[src/rtl/game_pkg.sv]
// Shared types and constants for the two-tank artillery game.
package game_pkg;

  typedef enum logic [2:0] {
    IDLE,
    TURN,
    FLIGHT,
    SETTLE,
    OVER
  } state_t;

  localparam logic PLAYER_A = 1'b0;
  localparam logic PLAYER_B = 1'b1;

  localparam logic [7:0] KEY_START  = 8'h2C;
  localparam logic [7:0] KEY_FIRE   = 8'h28;
  localparam logic [7:0] KEY_RELOAD = 8'h13;

  function automatic logic [3:0] dec_sat(input logic [3:0] v);
    return (v == '0) ? '0 : v - 4'd1;
  endfunction

endpackage

[src/rtl/frame_timer.sv]
// Loadable down-counter in frames; holds at zero rather than wrapping.
module frame_timer #(
  parameter int unsigned WIDTH = 10
) (
  input  logic             frame_clk,
  input  logic             Reset,
  input  logic             load,
  input  logic             en,
  input  logic [WIDTH-1:0] load_value,
  output logic [WIDTH-1:0] count,
  output logic             zero
);

  always_ff @(posedge frame_clk) begin
    if (!Reset)
      count <= '0;
    else if (load)
      count <= load_value;
    else if (en && count != '0)
      count <= count - WIDTH'(1);
  end

  assign zero = (count == '0);

endmodule

[src/rtl/turn_scheduler.sv]
// Turn sequencer: grants keyboard control to one tank, tracks the shell, counts lives.
module turn_scheduler #(
  parameter int unsigned TURN_FRAMES   = 600,
  parameter int unsigned FLIGHT_FRAMES = 300,
  parameter int unsigned SETTLE_FRAMES = 30,
  parameter int unsigned START_HP      = 10,
  parameter logic [7:0]  KEY_START     = 8'h2C
) (
  input  logic       frame_clk,
  input  logic       Reset,
  input  logic [7:0] keycode,
  input  logic       shootA,
  input  logic       shootB,
  input  logic       shell_done,
  input  logic       shell_hit,
  output logic [7:0] keycodeA,
  output logic [7:0] keycodeB,
  output logic       hitA,
  output logic       hitB,
  output logic       shell_launch,
  output logic       shell_owner,
  output logic       turn,
  output logic [9:0] turn_left,
  output logic [3:0] livesA,
  output logic [3:0] livesB,
  output logic       game_over,
  output logic       winner
);
  import game_pkg::*;

  if (TURN_FRAMES == 0 || TURN_FRAMES >= 1024 ||
      FLIGHT_FRAMES == 0 || FLIGHT_FRAMES >= 1024 ||
      SETTLE_FRAMES == 0 || SETTLE_FRAMES >= 1024) begin : g_bad_frames
    $error("turn_scheduler: frame parameters must be in 1..1023");
  end
  if (START_HP > 15) begin : g_bad_hp
    $error("turn_scheduler: START_HP must fit in 4 bits");
  end

  localparam logic [9:0] TURN_RELOAD   = 10'(TURN_FRAMES - 1);
  localparam logic [9:0] FLIGHT_RELOAD = 10'(FLIGHT_FRAMES - 1);
  localparam logic [9:0] SETTLE_RELOAD = 10'(SETTLE_FRAMES - 1);
  localparam logic [3:0] HP_RELOAD     = 4'(START_HP);

  state_t     state;
  logic       active_shoot;
  logic       turn_load, turn_en, turn_zero;
  logic       phase_load, phase_en, phase_zero;
  logic [9:0] phase_value;
  logic [9:0] phase_left;
  logic       unused_phase_bits;

  assign unused_phase_bits = ^phase_left;

  // Timer controls mirror the state transitions below, so both timers land
  // on their reload values in the same edge that enters the new state.
  always_comb begin
    active_shoot = (turn == PLAYER_B) ? shootB : shootA;
    turn_load    = 1'b0;
    turn_en      = 1'b0;
    phase_load   = 1'b0;
    phase_en     = 1'b0;
    phase_value  = FLIGHT_RELOAD;
    unique case (state)
      IDLE: turn_load = (keycode == KEY_START);
      TURN: begin
        if (active_shoot) begin
          phase_load  = 1'b1;
          phase_value = FLIGHT_RELOAD;
        end else if (turn_zero) begin
          turn_load = 1'b1;
        end else begin
          turn_en = 1'b1;
        end
      end
      FLIGHT: begin
        if (shell_done || phase_zero) begin
          phase_load  = 1'b1;
          phase_value = SETTLE_RELOAD;
        end else begin
          phase_en = 1'b1;
        end
      end
      SETTLE: begin
        if (phase_zero)
          turn_load = (livesA != '0) && (livesB != '0);
        else
          phase_en = 1'b1;
      end
      default: ;
    endcase
  end

  frame_timer #(.WIDTH(10)) u_turn_timer (
    .frame_clk  (frame_clk),
    .Reset      (Reset),
    .load       (turn_load),
    .en         (turn_en),
    .load_value (TURN_RELOAD),
    .count      (turn_left),
    .zero       (turn_zero)
  );

  frame_timer #(.WIDTH(10)) u_phase_timer (
    .frame_clk  (frame_clk),
    .Reset      (Reset),
    .load       (phase_load),
    .en         (phase_en),
    .load_value (phase_value),
    .count      (phase_left),
    .zero       (phase_zero)
  );

  always_ff @(posedge frame_clk) begin
    if (!Reset) begin
      state        <= IDLE;
      turn         <= PLAYER_A;
      shell_owner  <= PLAYER_A;
      shell_launch <= 1'b0;
      hitA         <= 1'b0;
      hitB         <= 1'b0;
      livesA       <= HP_RELOAD;
      livesB       <= HP_RELOAD;
      game_over    <= 1'b0;
      winner       <= 1'b0;
    end else begin
      shell_launch <= 1'b0;
      hitA         <= 1'b0;
      hitB         <= 1'b0;
      unique case (state)
        IDLE: begin
          if (keycode == KEY_START) begin
            state  <= TURN;
            turn   <= PLAYER_A;
            livesA <= HP_RELOAD;
            livesB <= HP_RELOAD;
          end
        end
        TURN: begin
          if (active_shoot) begin
            state        <= FLIGHT;
            shell_launch <= 1'b1;
            shell_owner  <= turn;
          end else if (turn_zero) begin
            turn <= ~turn;
          end
        end
        FLIGHT: begin
          if (shell_done) begin
            if (shell_hit) begin
              if (shell_owner == PLAYER_A) begin
                hitB   <= 1'b1;
                livesB <= dec_sat(livesB);
              end else begin
                hitA   <= 1'b1;
                livesA <= dec_sat(livesA);
              end
            end
            state <= SETTLE;
          end else if (phase_zero) begin
            state <= SETTLE;
          end
        end
        SETTLE: begin
          if (phase_zero) begin
            if (livesA == '0 || livesB == '0) begin
              state     <= OVER;
              game_over <= 1'b1;
              winner    <= (livesA == '0) ? PLAYER_B : PLAYER_A;
            end else begin
              state <= TURN;
              turn  <= ~turn;
            end
          end
        end
        OVER: begin
          if (keycode == KEY_START) begin
            state     <= IDLE;
            game_over <= 1'b0;
          end
        end
        default: state <= IDLE;
      endcase
    end
  end

  assign keycodeA = (state == TURN && turn == PLAYER_A) ? keycode : '0;
  assign keycodeB = (state == TURN && turn == PLAYER_B) ? keycode : '0;

endmodule

[config.mk]
export PLATFORM = sky130hd
export DESIGN_NAME = turn_scheduler
export DESIGN_NICKNAME = d
export VERILOG_FILES = /design/src/rtl/game_pkg.sv /design/src/rtl/frame_timer.sv /design/src/rtl/turn_scheduler.sv
export SDC_FILE = /design/constraint.sdc
export NUM_CORES = 1
export LEC_CHECK = 0
export BUFFER_PORTS_ARGS = -buffer_cell sky130_fd_sc_hd__buf_2
export CORE_ASPECT_RATIO = 0.5
export CORE_MARGIN = 3
export CORE_UTILIZATION = 52
export CTS_CLUSTER_DIAMETER = 50
export DETAILED_ROUTE_END_ITERATION = 7
export PLACE_DENSITY = 0.86
export SYNTH_ARGS = -nofsm -noshare
export SYNTH_HDL_FRONTEND = slang
export SYNTH_SLANG_ARGS = --single-unit
[constraint.sdc]
create_clock -name frame_clk -period 2.3 [get_ports frame_clk]
set_input_delay 0.46 -clock frame_clk [delete_from_list [all_inputs] [get_ports frame_clk]]
set_output_delay 0.46 -clock frame_clk [all_outputs]
set_load 0.01 [all_outputs]
# ---- After elaboration in Yosys (flattened, before gate mapping)
# Cells that the tools add are included.
dict set report totals {
  in_bits 14
  reg_bits 38
}
dict set report classes {
  add_sub_neg 4
  bitwise_logic 2
  mux 53
  reduce_logical 31
  eq_ne 18
}
# op n
set ops {}
lappend ops {{$mux W10} 4}
lappend ops {{$mux W4} 9}
lappend ops {{$ne A2 B2 Y1 const B} 12}
lappend ops {{$mux W1} 21}
lappend ops {{$mux W3} 7}
lappend ops {{$logic_not A10 Y1} 2}
lappend ops {{$reduce_bool A10 Y1} 2}
lappend ops {{$sub A10 B1 Y10 const B} 2}
lappend ops {{$mux W9} 2}
lappend ops {{$mux W8} 2}
lappend ops {{$pmux W4 S2} 2}
lappend ops {{$pmux W3 S5} 1}
lappend ops {{$reduce_and A5 Y1} 3}
lappend ops {{$eq A8 B6 Y1 const B} 1}
lappend ops {{$logic_not A4 Y1} 2}
lappend ops {{$reduce_and A4 Y1} 2}
lappend ops {{$reduce_bool A2 Y1} 4}
lappend ops {{$reduce_bool A4 Y1} 2}
lappend ops {{$sub A4 B1 Y4 const B} 2}
lappend ops {{$eq A3 B2 Y1 const B} 2}
lappend ops {{$pmux W1 S2} 3}
lappend ops {{$pmux W1 S3} 2}
lappend ops {{$reduce_and A6 Y1} 1}
lappend ops {{$logic_and A1 B1 Y1} 5}
lappend ops {{other kinds (10)} 13}

# ---- Longest topological paths before layout
# Gate-level depths: netlist (run 1).
dict set report logic_depth {
  word_depth 7
  mapped_depth 8
  ltp_nobuf 7
}

# ---- Modules after synthesis
# A second synthesis (run 1) with hierarchy kept.
dict set report unflattened {
  cells_unflattened 289
  hier_area_um2 2349.8
}
# module cells_each area_each_um2 n_inst seq_area_each_um2
set by_module_without_submodules {}
lappend by_module_without_submodules {turn_scheduler 137 1116.1 1 360.3}
lappend by_module_without_submodules {{frame_timer at u_phase_timer} 78 635.6 1 200.2}
lappend by_module_without_submodules {{frame_timer at u_turn_timer} 74 598.1 1 200.2}

# ---- Worst setup path after synthesis (run 1)
# No wires, ideal clock.
dict set report synth_path {
  path_type {register -> register}
  from {reg u_turn_timer.count[0]}
  to {reg u_turn_timer.count[6]}
  t_required_ns 2.230
  stages_incl_launch_ff 9
  t_arrival_ns 1.972
  setup_time_ns 0.070
  path_slack_ns 0.257
  n_path_buf 1
  period_less_slack_ns 2.043
  path_cell_list {dfxtp_1 > inv_1 > ha_1 > or3b_2 > nor4_4 > a32oi_1 > and2_0 > buf_2 > a21oi_1}
}
dict set report synth_between {
  elab_chain_cells 6
  word_cells_on_any_way 13
  classes_between {1 x add/sub; 8 x mux; 4 x reduce/logical}
}
# item line_no
set synth_lines {}
lappend synth_lines {{start: declaration} frame_timer.sv:10} ;# output logic [WIDTH-1:0] count,
lappend synth_lines {{start signal: assignment} frame_timer.sv:18} ;# count <= load_value;
lappend synth_lines {{start signal: assignment} frame_timer.sv:20} ;# count <= count - WIDTH'(1);
lappend synth_lines {{branches (longest 6 deep; another with $sub A10 B1 Y10)} -}
# Parallel ways; which one is timed is not known. The select of a mux whose other input is x is not followed.
# A chain may end at the register's enable or synchronous reset.

# ---- Worst setup path in the final report (run 1)
dict set report layout_path {
  from {reg state[0]}
  to {out keycodeB[4]}
}
dict set report layout_between {
  elab_chain_cells 3
}
# item line_no
set layout_lines {}
lappend layout_lines {{start: declaration} turn_scheduler.sv:45} ;# state_t state;
lappend layout_lines {{start signal: assignment} turn_scheduler.sv:116} ;# state <= IDLE;
lappend layout_lines {{start signal: assignment} turn_scheduler.sv:133} ;# state <= TURN;
lappend layout_lines {{start signal: assignment} turn_scheduler.sv:141} ;# state <= FLIGHT;
lappend layout_lines {{$eq A3 B1 Y1} turn_scheduler.sv:188} ;# assign keycodeB = (state == TURN && turn == PLAYER_B) ? keycode : '0;
lappend layout_lines {{$logic_and A1 B1 Y1} turn_scheduler.sv:188}
lappend layout_lines {{$mux W8} turn_scheduler.sv:188}
lappend layout_lines {{end: declaration} turn_scheduler.sv:17} ;# output logic [7:0] keycodeB,
# No other way between the ends.

==> impl_metrics.py, run 1 <==
metrics = {
    "power_and_ir_drop": {
        "power_mw": 1.192,
        "cellPowerDensity_nw_per_um2": 472.9,
        "p_clk_share_pct": 35.5,
        "p_int_mw": 0.9117,
        "p_switching_mw": 0.2806,
        "sequentialPowerShare_pct": 56.6,
        "max-vdd-ir-drop_mv": 0.3496,
        "pwr-share-comb_pct": 7.9,
        "p_leak_nw": 1.123,
        "p_sw_share_pct": 23.53,
    },
    "detailed_routing": {
        "drc": 0,
        "ant_nets": 0,
        "routed_via_density": 5.779,
        "drt_iter0_markers": 160,
        "vias": 2115,
        "wire_per_inst_um": 14.71,
        "drt_pass1_iterations": 4,
        "wl_um": 5383,
    },
    "clock_network": {
        "clock_path_buffers": 2,
        "path_clk_slew_ns": 0.07,
        "htreeDepth": 2,
        "clock_latency_ns": 0.29,
        "cts_root_buffer": "clkbuf_8",
        "cts.sinks": 38,
        "cts_buffers": 5,
        "hold_buffers": 0,
        "cts_post_setup_buffers_inserted": 0,
        "cts_tree": "yes",
    },
    "logic_synthesis": {
        "yosysMostFrequentCell": "dfxtp_1",
        "async_flop_share_pct": 0,
        "synth.avg_cell_area_um2": 8.207,
        "ys_warn_count": 0,
        "synth_common_cells": "dfxtp_1, nor2_1, nand2_1",
        "synth_edf_count": 0,
        "synth_seq_cells": 38,
        "synth_largest_area_cell": "dfxtp_1",
        "synth_top_flop_cell": "dfxtp_1",
        "synth_top_cell_area_share_pct": 36.78,
        "ys_seq_area_share_pct": 36.78,
        "synth_area_leaders": "dfxtp_1, nor2_1, nand2_1",
        "syn_nets": 269,
        "syn-instance-count": 252,
        "ys_types": 48,
        "syn_area_um2": 2068,
    },
    "global_route": {
        "gr-total-overflow": 0,
        "antenna_found_initial": 0,
        "grt_pass1_vias": 1834,
        "grt_max_degree": 14,
        "grt_first_pass_wirelength_um": 8901,
        "grt_usage_pct": 23.60,
    },
    "floorplan": {
        "core_um2": 3622,
        "dieArea_um2": 4816,
        "die_height_um": 50.60,
        "fp-row-count": 15,
        "io_pins": 55,
        "die_x_um": 95.19,
        "initial_core_util_pct": 57.10,
    },
    "critical_path": {
        "cp-end-kind": "output pin",
        "cp.arrival_ns": 1.68,
        "cp_slowest_cell": "nor3b_2",
        "critPathLaunchType": "flop",
        "required_ns": 1.84,
        "crit_type": "flop to output pin",
        "crit_chain": "buf_4 > nor3b_2 > and3_1 > buf_2",
        "crit_path_max_fanout": 13,
        "cp_slowest_stage_delay_ns": 0.49,
    },
    "cells_and_area": {
        "final_util_pct": 69.60,
        "drive_gt1_share_pct": 26.67,
        "nets": 332,
        "syn2layout_area_growth_pct": 21.90,
        "final_area_um2": 2521,
        "antennaDiodeCount": 0,
    },
    "flow_run": {
        "cap_viol_max_count": 0,
    },
    "sta": {
        "rsz0062_at_grt": "false",
        "worstMarginPinSlew_ns": 0.5360,
        "drv_slew": 0,
        "skew_ns": 0.004597,
        "hold_viol": 0,
        "fmax_mhz": 466.7,
        "fin_tns_setup_ns": 0,
        "whs_ns": 0.3665,
        "period_minus_slack_ns": 2.143,
        "setup_viol": 0,
        "relSlewSlack_pct": 64.11,
        "final.period_utilization_pct": 93.16,
    },
    "run_status": {
        "outcome": "finished clean",
    },
    "placed_design": {
        "gp_congestion": 0.9359,
        "io_buffer_count": 54,
        "placed_cell_area_um2": 2444,
        "dp_hpwl_um": 3958,
    },
    "worst_hold_path": {
        "hp-class": "primary input to flop",
    },
}
[state kept, by name, summed over array words and instances, names as in the netlist]
register / flops
state: 3
hitA: 1
u_turn_timer.count: 10
livesB: 4
shell_launch: 1
game_over: 1
winner: 1
shell_owner: 1
turn: 1
hitB: 1
livesA: 4
u_phase_timer.count: 10
[per-stage QoR]
| step | setup slack, ns | std cells |
|---|---|---|
| floorplan | 0.2571 | 252 |
| detailed placement | 0.09609 | 359 |
| CTS | 0.08594 | 366 |
| global route | 0.007506 | 366 |
| finish | 0.1573 | 366 |
| global placement | 0.1797 | 359 |
[cells in the final DEF, fill, tap and decap left out, drive strengths merged, types with 3 or more instances in the layout]
| cell | instances |
|---|---|
| nor4b | 4 |
| o21ai | 7 |
| nand3 | 6 |
| clkbuf | 7 |
| buf | 64 |
| dfxtp | 38 |
| a21oi | 15 |
| nor3b | 3 |
| mux2i | 6 |
| inv | 6 |
| and3 | 9 |
| and2 | 14 |
| ha | 3 |
| nand2 | 22 |
| xor2 | 3 |
| nand2b | 3 |
| nor4 | 8 |
| nor3 | 13 |
| or4 | 6 |
| o41ai | 4 |
| nor2 | 34 |
| or3b | 3 |
| o31ai | 3 |
| a31oi | 5 |
| o21a | 3 |
| xnor2 | 6 |
[worst paths after layout]
kind,from,slack (ns),cells past startpoint,endpoint
worst max-delay path,state[0]$_SDFFE_PN0P_,0.16,4,keycodeB[4]
worst min-delay path,shootA,0.37,2,shell_owner$_SDFFE_PN0P_
worst max register to register,u_turn_timer.count[0]$_SDFFE_PN0P_,0.23,7,u_turn_timer.count[0]$_SDFFE_PN0P_
worst min register to register,livesA[3]$_SDFFE_PN1P_,0.51,2,livesA[3]$_SDFFE_PN1P_
[critical path, delay by kind of cell (launching register included)]
family | cells | cell delay [ns]
buf+inv | 2 | 0.32
simple gates | 2 | 0.73
flops | 1 | 0.33
[power by group through the flow]
stage / clock (mW) / sequential, mW / combinational (mW)
after CTS: 0.431 / 0.674 / 0.0925
after global placement: 0 / 0.688 / 0.0889
after global routing: 0.467 / 0.675 / 0.104
after floorplan: 0 / 0.689 / 0.0530
final: 0.423 / 0.674 / 0.0948
after detailed placement: 0 / 0.689 / 0.0921
[kinds of logic after synthesis]
group	Yosys count	share of synthesized area, %
adder cells (fa/ha/maj)	3	1.815
flip-flops	38	36.78
buffers and inverters	14	2.722
AND/OR/NAND/NOR	135	36.05
XOR/XNOR	9	3.811
multiplexers	7	3.448
AO/OA/AOI/OAI	46	15.37
[what timing repair did]
action,CTS,global route
resized for setup,0,2
endpoints found under the hold margin,0,0
setup endpoints to repair,0,6
[metal layers]
metal	wire length [µm]	vias up	GRT usage, %
li1	-	1042	-
met5	0	-	0
met4	17	0	6.938
met3	361	2	5.689
met1	2482	988	31.33
met2	2522	83	38.01
[layout make-up]
class | count | area (µm²)
clock buffer | 7 | 76.32
timing repair buffer | 64 | 345.3
multi-input combinational | 200 | 1252
fill | 289 | 1101
sequential | 38 | 760.7
inverter | 6 | 22.52
tap | 51 | 63.81
No activity file was read; power rests on OpenSTA's default activity.
==> run 2, diff against run 1 <==
- BUFFER_PORTS_ARGS: -buffer_cell sky130_fd_sc_hd__buf_2 -> default
- CORE_UTILIZATION: 52 -> 62
- DONT_BUFFER_PORTS: default -> 1
- PLACE_DENSITY: 0.86 -> 0.85
==> impl_metrics.py, run 2 (synthesized netlist as in run 1, its figures left out) <==
metrics = {
    "clock_network": {
        "clock_path_buffers": 2,
        "cts.sinks": 38,
        "htreeDepth": 2,
        "cts_root_buffer": "clkbuf_8",
        "hold_buffers": 0,
        "cts_buffers": 5,
        "cts_tree": "yes",
        "path_clk_slew_ns": 0.07,
        "clock_latency_ns": 0.30,
    },
    "detailed_routing": {
        "drc": 0,
        "vias": 1934,
        "routed_via_density": 6.383,
        "drt_pass1_iterations": 4,
        "drt_iter0_markers": 145,
        "wire_per_inst_um": 16.93,
        "wl_um": 5130,
        "ant_nets": 0,
    },
    "power_and_ir_drop": {
        "power_mw": 1.216,
        "cellPowerDensity_nw_per_um2": 537.7,
        "max-vdd-ir-drop_mv": 0.4353,
        "p_leak_nw": 0.8698,
    },
    "cells_and_area": {
        "final_cell_mix": "dfxtp_1, nor2_1, nand2_1, a21oi_1, and2_1",
        "drive_gt1_share_pct": 12.55,
        "antennaDiodeCount": 0,
        "top_regs": "u_phase_timer.count x10, u_turn_timer.count x10",
        "final_common_cell": "dfxtp_1",
        "syn2layout_area_growth_pct": 9.316,
        "nets": 279,
    },
    "sta": {
        "skew_ns": 0.006962,
        "hold_viol": 0,
        "rsz0062_at_grt": "false",
        "setup_ws_ns": 0.1716,
        "relSlewSlack_pct": 63.02,
        "worstMarginPinSlew_ns": 0.5475,
        "drv_slew": 0,
        "period_minus_slack_ns": 2.128,
        "setup_viol": 0,
        "fmax_mhz": 469.8,
        "fin_tns_setup_ns": 0,
        "final.period_utilization_pct": 92.54,
    },
    "critical_path": {
        "cp_slowest_cell": "nor3b_1",
        "crit_chain": "inv_1 > ha_1 > nor4b_1 > nor3b_1 > buf_4 > o21ai_1 > nand3_1 > nor2_1",
        "crit_type": "flop to flop",
        "crit_path_max_fanout": 10,
        "cp-end-kind": "flop",
        "cp_slowest_stage_delay_ns": 0.39,
        "cp.arrival_ns": 2.31,
        "critPathLaunchType": "flop",
        "required_ns": 2.49,
    },
    "floorplan": {
        "dieArea_um2": 4107,
        "die_height_um": 46.84,
        "fp-row-count": 14,
        "io_pins": 55,
        "initial_core_util_pct": 66.71,
        "core_um2": 3100,
        "die_x_um": 87.68,
    },
    "placed_design": {
        "dp_hpwl_um": 3871,
        "gp_congestion": 0.9951,
        "place_ws_ns": 0.2441,
        "io_buffer_count": 0,
    },
    "global_route": {
        "grt_first_pass_wirelength_um": 8204,
        "gr-total-overflow": 0,
        "grt_pass1_vias": 1842,
        "grt_max_degree": 14,
        "antenna_found_initial": 0,
        "grt_usage_pct": 26.59,
    },
    "worst_hold_path": {
        "hp-class": "primary input to flop",
    },
    "flow_run": {
        "cap_viol_max_count": 0,
    },
    "run_status": {
        "outcome": "finished clean",
    },
}
## run 2: cell types whose count changed in the layout (fill, tap and decap cells not counted), sizes merged
cell    change
buf        -53
clkinv      +1
## run 2: metal layers
metal / wire (µm) / track usage, %
met1: 2225 / 31.22
met2: 2341 / 42.22
met5: 0 / 0
met3: 487 / 12.26
met4: 75 / 13.46
## run 2: path summary, 6_finish.rpt
kind / from / end / slack [ns] / depth (start not counted)
setup / recovery: u_phase_timer.count[0]$_SDFFE_PN0P_ / u_phase_timer.count[7]$_SDFFE_PN0P_ / 0.17 / 8
hold / removal: shootA / shell_owner$_SDFFE_PN0P_ / 0.26 / 1
setup reg to reg: u_phase_timer.count[0]$_SDFFE_PN0P_ / u_phase_timer.count[7]$_SDFFE_PN0P_ / 0.17 / 8
hold reg to reg: u_phase_timer.count[9]$_SDFFE_PN0P_ / u_phase_timer.count[9]$_SDFFE_PN0P_ / 0.54 / 2
## run 2: metrics by stage
| stage | hold slack (ns) | instances | utilization, % | area, µm² |
|---|---|---|---|---|
| 5_1_grt | 0.2447 | 303 | 72.92 | 2261 |
| 3_3_place_gp | 0.5140 | 295 | 69.90 | 2167 |
| 4_1_cts | 0.2505 | 303 | 72.84 | 2258 |
| 3_5_place_dp | 0.5241 | 295 | 69.90 | 2167 |
| 2_1_floorplan | 0.4801 | 252 | - | 2068 |
| 6_report | 0.2583 | 303 | 72.92 | 2261 |
## run 2: final cells by class
type | count | area (µm²)
inverter | 6 | 22.52
tap | 40 | 50.05
clock inverter | 1 | 5.005
sequential | 38 | 760.7
fill | 241 | 839.6
multi-input combinational | 200 | 1254
clock buffer | 7 | 86.33
timing repair buffer | 11 | 82.58
## run 2: critical path, delay by kind of cell (launching register included)
family | cells | cell delay, ns
and+or+nand+nor | 4 | 0.95
DFF | 1 | 0.38
buffers and inverters | 2 | 0.35
AOI/OAI and AO/OA | 1 | 0.19
adders and majority gates | 1 | 0.15
## run 2: where the power goes
| group | total [mW] | internal [mW] | switching [mW] |
|---|---|---|---|
| logic | 0.0692 | 0.0276 | 0.0416 |
| clock network | 0.470 | 0.242 | 0.228 |
| registers | 0.677 | 0.664 | 0.0123 |
## run 2: repair_timing
action	4_1_cts	5_1_grt
hold endpoints to repair	0	0
setup buffers	0	0
setup endpoints to repair	0	8
resized for setup	0	1
